<file path="src/rtl/rsa_job_ctrl_if.sv">
// rsa_job_ctrl_if: job request, core launch and result FIFO signals of the RSA job controller
// slave  : controller side (accepts jobs, drives the core, sources results)
// master : environment side (issues jobs, plays the core, drains results)
interface rsa_job_ctrl_if #(
    parameter int base_width = 6,
    parameter int expo_width = 6,
    parameter int N_width    = 6,
    parameter int TAG_W      = 4
);
    logic                  in_valid;
    logic                  in_ready;
    logic [base_width-1:0] in_base;
    logic [expo_width-1:0] in_expo;
    logic [N_width-1:0]    in_N;
    logic [TAG_W-1:0]      in_tag;
    logic                  core_start;
    logic [base_width-1:0] core_base;
    logic [expo_width-1:0] core_expo;
    logic [N_width-1:0]    core_N;
    logic [N_width-1:0]    core_result;
    logic                  core_valid;
    logic                  out_valid;
    logic                  out_ready;
    logic [N_width-1:0]    out_result;
    logic [TAG_W-1:0]      out_tag;
    logic                  out_err;
    logic                  busy;

    modport slave (
        input  in_valid, in_base, in_expo, in_N, in_tag, core_result, core_valid, out_ready,
        output in_ready, core_start, core_base, core_expo, core_N, out_valid, out_result, out_tag, out_err, busy
    );

    modport master (
        output in_valid, in_base, in_expo, in_N, in_tag, core_result, core_valid, out_ready,
        input  in_ready, core_start, core_base, core_expo, core_N, out_valid, out_result, out_tag, out_err, busy
    );
endinterface

</file>
<file path="src/rtl/rsa_job_ctrl.sv">
// rsa_job_ctrl: launches (base, expo, N, tag) jobs one at a time on the modexp core and queues tagged results
// clk, rst : rising-edge clock, asynchronous active-high reset
// bus      : in_* job handshake, core_* launch/result, out_* FWFT result FIFO, busy
module rsa_job_ctrl #(
    parameter int base_width = 6,
    parameter int expo_width = 6,
    parameter int N_width    = 6,
    parameter int TAG_W      = 4,
    parameter int FIFO_DEPTH = 4,
    parameter int TIMEOUT    = 80
) (
    input  logic           clk,
    input  logic           rst,
    rsa_job_ctrl_if.slave  bus
);
    localparam int AW = $clog2(FIFO_DEPTH);
    localparam int CW = AW + 1;
    localparam int TW = $clog2(TIMEOUT);

    typedef enum logic [2:0] {IDLE, START, ARM, WAIT, PUSH} state_t;

    state_t                state, nxt;
    logic [base_width-1:0] base_q;
    logic [expo_width-1:0] expo_q;
    logic [N_width-1:0]    n_q, res_q;
    logic [TAG_W-1:0]      tag_q;
    logic                  err_q;
    logic [TW-1:0]         tmo;
    logic [AW-1:0]         wr_ptr, rd_ptr;
    logic [CW-1:0]         count;
    logic [N_width-1:0]    mem_res [FIFO_DEPTH];
    logic [TAG_W-1:0]      mem_tag [FIFO_DEPTH];
    logic                  mem_err [FIFO_DEPTH];
    logic                  accept, expired, push, pop;

    // in_ready is forced low during reset even though state/count already read IDLE/empty
    assign bus.in_ready   = !rst && state == IDLE && count < CW'(FIFO_DEPTH);
    assign accept         = bus.in_valid && bus.in_ready;
    assign expired        = state == WAIT && !bus.core_valid && tmo == TW'(TIMEOUT - 1);
    assign push           = state == PUSH;
    assign pop            = bus.out_valid && bus.out_ready;
    assign bus.busy       = state != IDLE;
    assign bus.core_base  = base_q;
    assign bus.core_expo  = expo_q;
    assign bus.core_N     = n_q;
    assign bus.out_valid  = count != '0;
    assign bus.out_result = mem_res[rd_ptr];
    assign bus.out_tag    = mem_tag[rd_ptr];
    assign bus.out_err    = mem_err[rd_ptr];

    always_ff @(posedge clk or posedge rst)
        if (rst) state <= IDLE;
        else     state <= nxt;

    // ARM exists only to skip a core_valid possibly still high from the previous job
    always_comb begin
        nxt            = state;
        bus.core_start = 1'b0;
        case (state)
            IDLE:    if (accept) nxt = bus.in_N == '0 ? PUSH : START;
            START:   begin bus.core_start = 1'b1; nxt = ARM; end
            ARM:     nxt = WAIT;
            WAIT:    if (bus.core_valid || expired) nxt = PUSH;
            PUSH:    nxt = IDLE;
            default: nxt = IDLE;
        endcase
    end

    // core_valid is checked before the timeout so a result on the last cycle still counts
    always_ff @(posedge clk or posedge rst) begin
        if (rst) begin
            base_q <= '0;
            expo_q <= '0;
            n_q    <= '0;
            tag_q  <= '0;
            res_q  <= '0;
            err_q  <= 1'b0;
            tmo    <= '0;
        end else begin
            if (accept) begin
                base_q <= bus.in_base;
                expo_q <= bus.in_expo;
                n_q    <= bus.in_N;
                tag_q  <= bus.in_tag;
                res_q  <= '0;
                err_q  <= bus.in_N == '0;
            end
            if (state == ARM) tmo <= '0;
            if (state == WAIT) begin
                if (bus.core_valid) begin
                    res_q <= bus.core_result;
                    err_q <= 1'b0;
                end else if (expired) begin
                    res_q <= '0;
                    err_q <= 1'b1;
                end else begin
                    tmo <= tmo + TW'(1);
                end
            end
        end
    end

    // a slot is always free on push: acceptance required count < FIFO_DEPTH and only one job is in flight
    always_ff @(posedge clk or posedge rst) begin
        if (rst) begin
            wr_ptr <= '0;
            rd_ptr <= '0;
            count  <= '0;
        end else begin
            if (push) wr_ptr <= wr_ptr + AW'(1);
            if (pop)  rd_ptr <= rd_ptr + AW'(1);
            count <= count + CW'(push) - CW'(pop);
        end
    end

    always_ff @(posedge clk)
        if (push) begin
            mem_res[wr_ptr] <= res_q;
            mem_tag[wr_ptr] <= tag_q;
            mem_err[wr_ptr] <= err_q;
        end
endmodule

</file>
<file path="src/flat_wrapper.sv">
// flat-port wrapper written by rule: the top's interface ports become plain ports
module rsa_job_ctrl_flat 
#(
    parameter int base_width = 6,
    parameter int expo_width = 6,
    parameter int N_width    = 6,
    parameter int TAG_W      = 4,
    parameter int FIFO_DEPTH = 4,
    parameter int TIMEOUT    = 80
)
  (clk, rst, bus_in_valid, bus_in_base, bus_in_expo, bus_in_N, bus_in_tag, bus_core_result, bus_core_valid, bus_out_ready, bus_in_ready, bus_core_start, bus_core_base, bus_core_expo, bus_core_N, bus_out_valid, bus_out_result, bus_out_tag, bus_out_err, bus_busy);
  rsa_job_ctrl_if #(.base_width(base_width), .expo_width(expo_width), .N_width(N_width), .TAG_W(TAG_W)) bus_i ();
  input  logic clk;
  input  logic rst;
  input wire logic [$bits(bus_i.in_valid)-1:0] bus_in_valid;
  input wire logic [$bits(bus_i.in_base)-1:0] bus_in_base;
  input wire logic [$bits(bus_i.in_expo)-1:0] bus_in_expo;
  input wire logic [$bits(bus_i.in_N)-1:0] bus_in_N;
  input wire logic [$bits(bus_i.in_tag)-1:0] bus_in_tag;
  input wire logic [$bits(bus_i.core_result)-1:0] bus_core_result;
  input wire logic [$bits(bus_i.core_valid)-1:0] bus_core_valid;
  input wire logic [$bits(bus_i.out_ready)-1:0] bus_out_ready;
  output wire logic [$bits(bus_i.in_ready)-1:0] bus_in_ready;
  output wire logic [$bits(bus_i.core_start)-1:0] bus_core_start;
  output wire logic [$bits(bus_i.core_base)-1:0] bus_core_base;
  output wire logic [$bits(bus_i.core_expo)-1:0] bus_core_expo;
  output wire logic [$bits(bus_i.core_N)-1:0] bus_core_N;
  output wire logic [$bits(bus_i.out_valid)-1:0] bus_out_valid;
  output wire logic [$bits(bus_i.out_result)-1:0] bus_out_result;
  output wire logic [$bits(bus_i.out_tag)-1:0] bus_out_tag;
  output wire logic [$bits(bus_i.out_err)-1:0] bus_out_err;
  output wire logic [$bits(bus_i.busy)-1:0] bus_busy;
  assign bus_i.in_valid = bus_in_valid;
  assign bus_i.in_base = bus_in_base;
  assign bus_i.in_expo = bus_in_expo;
  assign bus_i.in_N = bus_in_N;
  assign bus_i.in_tag = bus_in_tag;
  assign bus_i.core_result = bus_core_result;
  assign bus_i.core_valid = bus_core_valid;
  assign bus_i.out_ready = bus_out_ready;
  assign bus_in_ready = bus_i.in_ready;
  assign bus_core_start = bus_i.core_start;
  assign bus_core_base = bus_i.core_base;
  assign bus_core_expo = bus_i.core_expo;
  assign bus_core_N = bus_i.core_N;
  assign bus_out_valid = bus_i.out_valid;
  assign bus_out_result = bus_i.out_result;
  assign bus_out_tag = bus_i.out_tag;
  assign bus_out_err = bus_i.out_err;
  assign bus_busy = bus_i.busy;
  rsa_job_ctrl #(.base_width(base_width), .expo_width(expo_width), .N_width(N_width), .TAG_W(TAG_W), .FIFO_DEPTH(FIFO_DEPTH), .TIMEOUT(TIMEOUT)) u_core (.clk(clk), .rst(rst), .bus(bus_i));
endmodule
</file>
<file path="config.mk">
export PLATFORM = sky130hd
export DESIGN_NAME = rsa_job_ctrl_flat
export DESIGN_NICKNAME = d
export VERILOG_FILES = /design/src/rtl/rsa_job_ctrl_if.sv /design/src/rtl/rsa_job_ctrl.sv /design/src/flat_wrapper.sv
export SDC_FILE = /design/constraint.sdc
export NUM_CORES = 1
export LEC_CHECK = 0
export BUFFER_PORTS_ARGS = -buffer_cell sky130_fd_sc_hd__clkbuf_2
export CAP_MARGIN = 10
export CELL_PAD_IN_SITES_DETAIL_PLACEMENT = 0
export CELL_PAD_IN_SITES_GLOBAL_PLACEMENT = 2
export CORE_UTILIZATION = 38
export CTS_CLUSTER_DIAMETER = 200
export DETAILED_ROUTE_END_ITERATION = 10
export PLACE_DENSITY_LB_ADDON = 0.25
export SLEW_MARGIN = 10
export SYNTH_ARGS = -nofsm -noshare
export SYNTH_HDL_FRONTEND = slang
export SYNTH_SLANG_ARGS = --single-unit
</file>
<file path="constraint.sdc">
create_clock -name clk -period 2.4 [get_ports clk]
set_input_delay 0.12 -clock clk [delete_from_list [all_inputs] [get_ports clk]]
set_output_delay 0.12 -clock clk [all_outputs]
set_load 0.01 [all_outputs]
</file>
# ---- Yosys cells after proc, flatten, opt, wreduce, memory -nomap -nowiden
# Memory sizes are Yosys's and may differ from the RTL's.
# Cells that the tools add are included.
# Widths: inputs -> output; s select.
dict set report classes {
  magnitude_cmp 1
  eq_ne 7
  add_sub_neg 5
  n_reduce_logical 14
  mux 19
}
# cell count
set ops {}
lappend ops {{$mux 7} 4}
lappend ops {{$mux 6} 4}
lappend ops {{$pmux 3 s4} 1}
lappend ops {{$mux 3} 3}
lappend ops {{$add 7x1->7 const B} 1}
lappend ops {{$eq 7x7->1 const B} 1}
lappend ops {{$mux 1} 7}
lappend ops {{$eq 3x2->1 const B} 2}
lappend ops {{$logic_and 1x1->1} 6}
lappend ops {{$logic_not 6->1} 1}
lappend ops {{$reduce_bool 3->1} 2}
lappend ops {{$add 2x1->2 const B} 2}
lappend ops {{$ne 2x1->1 const B} 2}
lappend ops {{$add 3x1->3} 1}
lappend ops {{$eq 3x1->1 const B} 1}
lappend ops {{$eq 3x3->1 const B} 1}
lappend ops {{$logic_not 3->1} 1}
lappend ops {{$lt 3x3->1 const B} 1}
lappend ops {{$sub 3x1->3} 1}
lappend ops {{$logic_not 1->1} 2}
lappend ops {{$reduce_and 2->1} 1}
lappend ops {{$logic_or 1x1->1} 1}
dict set report word_totals {
  inputBits 33
  output_inout_bits 33
  mem_count 3
  word_cells 60
  reg_bits 46
  ramBits 44
}
# memory words word_bits read_ports rd_ports_with_merged_regs wr line
set mem_list {}
lappend mem_list {u_core.mem_res 4 6 1 0 1 rsa_job_ctrl.sv:31} ;# logic [N_width-1:0] mem_res [FIFO_DEPTH];
lappend mem_list {u_core.mem_tag 4 4 1 0 1 rsa_job_ctrl.sv:32} ;# logic [TAG_W-1:0] mem_tag [FIFO_DEPTH];
lappend mem_list {u_core.mem_err 4 1 1 0 1 rsa_job_ctrl.sv:33} ;# logic mem_err [FIFO_DEPTH];

# ---- Logic depth before layout (Yosys ltp)
dict set report logic_depth {
  depth_word 8
  mapped_depth 8
}

# ---- Worst setup path before layout
# Ideal clock, no wire load.
dict set report synth_path {
  kind {reg2reg}
  start {register u_core.count[1]}
  end {register u_core.count[2]}
  arrival_time_ns 2.087
  path_slack_ns 0.190
  required_ns 2.277
  path_stages_with_launch 9
  n_path_buf 0
  cell_sequence {dfrtp_1 -> or3_1 -> and2_1 -> ha_1 -> inv_1 -> ha_1 -> fa_1 -> xnor2_1 -> xnor2_1}
}
dict set report synth_via {
  elab_chain_len 3
}
# item line
set synth_lines {}
lappend synth_lines {{start: declaration} rsa_job_ctrl.sv:30} ;# logic [CW-1:0] count;
lappend synth_lines {{start signal: assignment} rsa_job_ctrl.sv:112} ;# count <= count + CW'(push) - CW'(pop);
lappend synth_lines {{$reduce_bool 3->1} rsa_job_ctrl.sv:46} ;# assign bus.out_valid = count != '0;
lappend synth_lines {{net bus_out_valid} flat_wrapper.sv:28} ;# output wire logic [$bits(bus_i.out_valid)-1:0] bus_out_valid;
lappend synth_lines {{$logic_and 1x1->1} rsa_job_ctrl.sv:41} ;# assign pop = bus.out_valid && bus.out_ready;
lappend synth_lines {{net u_core.pop} rsa_job_ctrl.sv:34} ;# logic accept, expired, push, pop;
lappend synth_lines {{$sub 3x1->3} rsa_job_ctrl.sv:112}
# The timed path passes the listed nets, and every way through them passes these cells.
# A chain may end at the register's enable or synchronous reset.

# ---- Worst setup path after layout
dict set report layout_path {
  start {register u_core.count[1]}
  end {register u_core.count[2]}
}
dict set report layout_via {
  elab_chain_len 3
}
# item line
set layout_lines {}
lappend layout_lines {{$reduce_bool 3->1} rsa_job_ctrl.sv:46}
lappend layout_lines {{$logic_and 1x1->1} rsa_job_ctrl.sv:41}
lappend layout_lines {{net u_core.pop} rsa_job_ctrl.sv:34}
lappend layout_lines {{$sub 3x1->3} rsa_job_ctrl.sv:112}
# The timed path passes the listed nets, and every way through them passes these cells.

==> metrics <==
status=finished, final reports clean; post-synthesis sequential area ratio=67.60%; vias in the first global route=around 2,300; crit path capture=u_core.count[2]; Async SR Flop Fraction=between 50 and 60%; most frequent cells in the layout=75 x nand2_1, 65 x clkbuf_2, 46 x dfrtp_1, 44 x edfxtp_1, 29 x dlygate4sd3_1; syn nets=310; Final Cell Area=4652 sq um; Clk Latency, worst-skew pair=350 ps; critical path buffer and inverter count=1; total chip power=4701 uW; IO buf count=65; Area after DPL=4179 sq um; Critical Path Sink Type=register; final hold violation count=0; pwr dens=1010 nW/um^2; largest net degree at the start of global routing=27; final slew viol count=0; Core ar.=approximately 9300 sq um; first-pass GRT wire length=11,240 microns; Yosys top cell area share=36.13%; worst-case reg-to-reg path depth=8; vias=2,338; #FFs+latches synth=90; hold_ws=124.1 ps; metal3 WL=approximately 210 microns; met2 WL=3619 microns; ANT cells=0; Worst Skew=5.392 ps; top sig layer=met4; flop2flop setup slack=around 190 ps; data arrival time of the worst path=2500 ps; post-synthesis cell count=269; worst setup margin=186.6 ps; hold crit path type=in -> reg; initial drt markers=68; Worst path slowest cell=dfrtp_1; clock tree buffer depth=2; cell area after synthesis=about 3700 sq um; die width=100.1 microns; grt total ovfl=0; WP depth=8; Slew HR=between 50% and 60%; drt pass-1 iters=4; vias per cell=approximately 4.6; Clock transition at path regs=~90 ps; Max H-tree Level=3; final setup vio count=0; DRC Markers=0; routability cong.=0.7866; Die Footprint=10,020 sq um; final wirelength=7002 microns; area grow syn2layout=27.20%; CP startpoint kind=register; clock buffers created by TritonCTS=9; Layout Nets=416; Top FF cell, synth=dfrtp_1; hpwl dp=4731 microns; DR WL/cell=13.76 microns; Slew @ Worst Pin=between 600 and 700 ps; P_leak=between 0.002 and 0.0025 uW; commonest non-fill, non-tap cell in the layout=nand2_1; Largest stage delay, worst path=380 ps; top post-synthesis cells by area=edfxtp_1 36%, dfrtp_1 31%, nand2_1 7.7%; CTS tree=yes; Root Buffer=clkbuf_8; worst r2r src=u_core.count[1]; share of layout cells above drive strength 1=28.68%; Sink Count=90; Final Cycle Share=92.23%; Setup crit start=u_core.count[1]; Detail Route Antenna Nets=0; antenna violations before repair=0; VDD IR-drop max=0.0003386 V; Synth cell types=35; Final min period=~2200 ps; Critical Path RT=2680 ps; setup_tns=0 ps; Max Cap Violations=0; Metal-1 WL=slightly above 3000 microns; Initial Util=39.39%; RSZ-0062 raised after global routing=no; worst-path fanout max=3; Setup Crit Path Kind=reg -> reg; Crit path max-delay family=adder cells; Yosys top cell by area=edfxtp_1; gr usage total=15.11%; Max Freq=around 450 MHz; Cell Chain, Critical Path=or3_1, and2_1, ha_1, inv_1, ha_1, fa_1, xnor2_1, xnor2_1; Vert. Die Dim=approximately 100 microns; IO Pins=66; syn avg cell area=13.60 sq um; layout filler cell count=859; Place WS=roughly 190 ps; number of synthesized flops with an enable pin=44; Worst R2R End=u_core.count[2]; row count=35; Syn. warnings=0; post-cts sizing count=0
==> what timing repair did <==
action / CTS / global route
hold buffers: 29 / 0
hold endpoints to repair: 52 / 0
setup buffers: 0 / 0
==> cells by family (layout without fill, tap and decap cells) <==
| kind of cell | count (synthesis) | after routing | synth area share, % |
|---|---|---|---|
| compound gates | 24 | 24 | 4.789 |
| xor+xnor | 6 | 6 | 1.437 |
| fa+ha+maj | 8 | 8 | 2.942 |
| buf+inv | 20 | 131 | 2.429 |
| flops | 90 | 90 | 67.60 |
| mux | 11 | 11 | 6.774 |
| simple gates | 110 | 110 | 14.03 |
==> where the power goes <==
group	total (uW)	internal (uW)	switching (uW)
logic	1400	699	696
registers	2350	2030	322
clock network	954	392	562
==> how the worst min path moves through the flow <==
stage,slack [ps],startpoint,to,cells after the start
after floorplan,230,bus_in_N[0],u_core.bus.core_N[0],2
after global placement,220,rst,u_core.bus.core_base[4],2
after detailed placement,220,rst,u_core.bus.core_base[4],2
after CTS,100,bus_out_ready,u_core.rd_ptr[0],3
after global routing,120,bus_out_ready,u_core.rd_ptr[0],3
final,120,bus_out_ready,u_core.rd_ptr[0],3
==> cells in the mapped netlist, drive strengths merged, types with 2 or more instances <==
cell     n
or3      3
xnor2    5
dfrtp   46
nor3     2
o211ai   3
edfxtp  44
mux4    11
a32o     6
a31oi    2
o31ai    3
clkbuf   4
nor2     2
nor2b    2
nor3b    3
nand2   75
inv      9
o21ai    5
a21oi    3
nand3    9
and3     3
and2     6
buf      7
ha       7
==> flip-flops by register name, summed over array words and instances (netlist names) <==
| name | cells |
|---|---|
| u_core.bus.core_N | 6 |
| u_core.bus.core_base | 6 |
| u_core.bus.core_expo | 6 |
| u_core.count | 3 |
| u_core.err_q | 1 |
| u_core.mem_err | 4 |
| u_core.mem_res | 24 |
| u_core.mem_tag | 16 |
| u_core.rd_ptr | 2 |
| u_core.res_q | 6 |
| u_core.state | 3 |
| u_core.tag_q | 4 |
| u_core.tmo | 7 |
| u_core.wr_ptr | 2 |
==> final cells by class <==
class,instances,area [sq um],area share (%)
sequential,90,2472,53.15
tap,129,161.4,3.470
multi-input combinational,159,1096,23.56
timing repair buffer,106,705.7,15.17
clock inverter,7,58.81,1.264
clock buffer,9,123.9,2.663
inverter,9,33.78,0.7262
==> per-layer routing <==
| layer | up-vias | track usage [%] |
|---|---|---|
| li1 | 1163 | - |
| met1 | 1139 | 18.32 |
| met2 | 30 | 26.10 |
| met3 | 6 | 3.621 |
| met4 | 0 | 6.020 |
| met5 | - | 0 |
==> tightest hold or removal path, delay by kind of cell <==
kind / cells / cell delay, ps
xor+xnor: 1 / 80
buf+inv: 1 / 70
simple gates: 1 / 170
==> per-stage QoR <==
| stage | utilization [%] | instances |
|---|---|---|
| 6_report | 50.11 | 509 |
| 5_1_grt | 50.11 | 509 |
| 4_1_cts | 50.11 | 509 |
| 3_5_place_dp | 45.01 | 464 |
| 3_3_place_gp | 45.01 | 464 |
| 2_1_floorplan | - | 269 |
(Power assumes the default switching activity.)
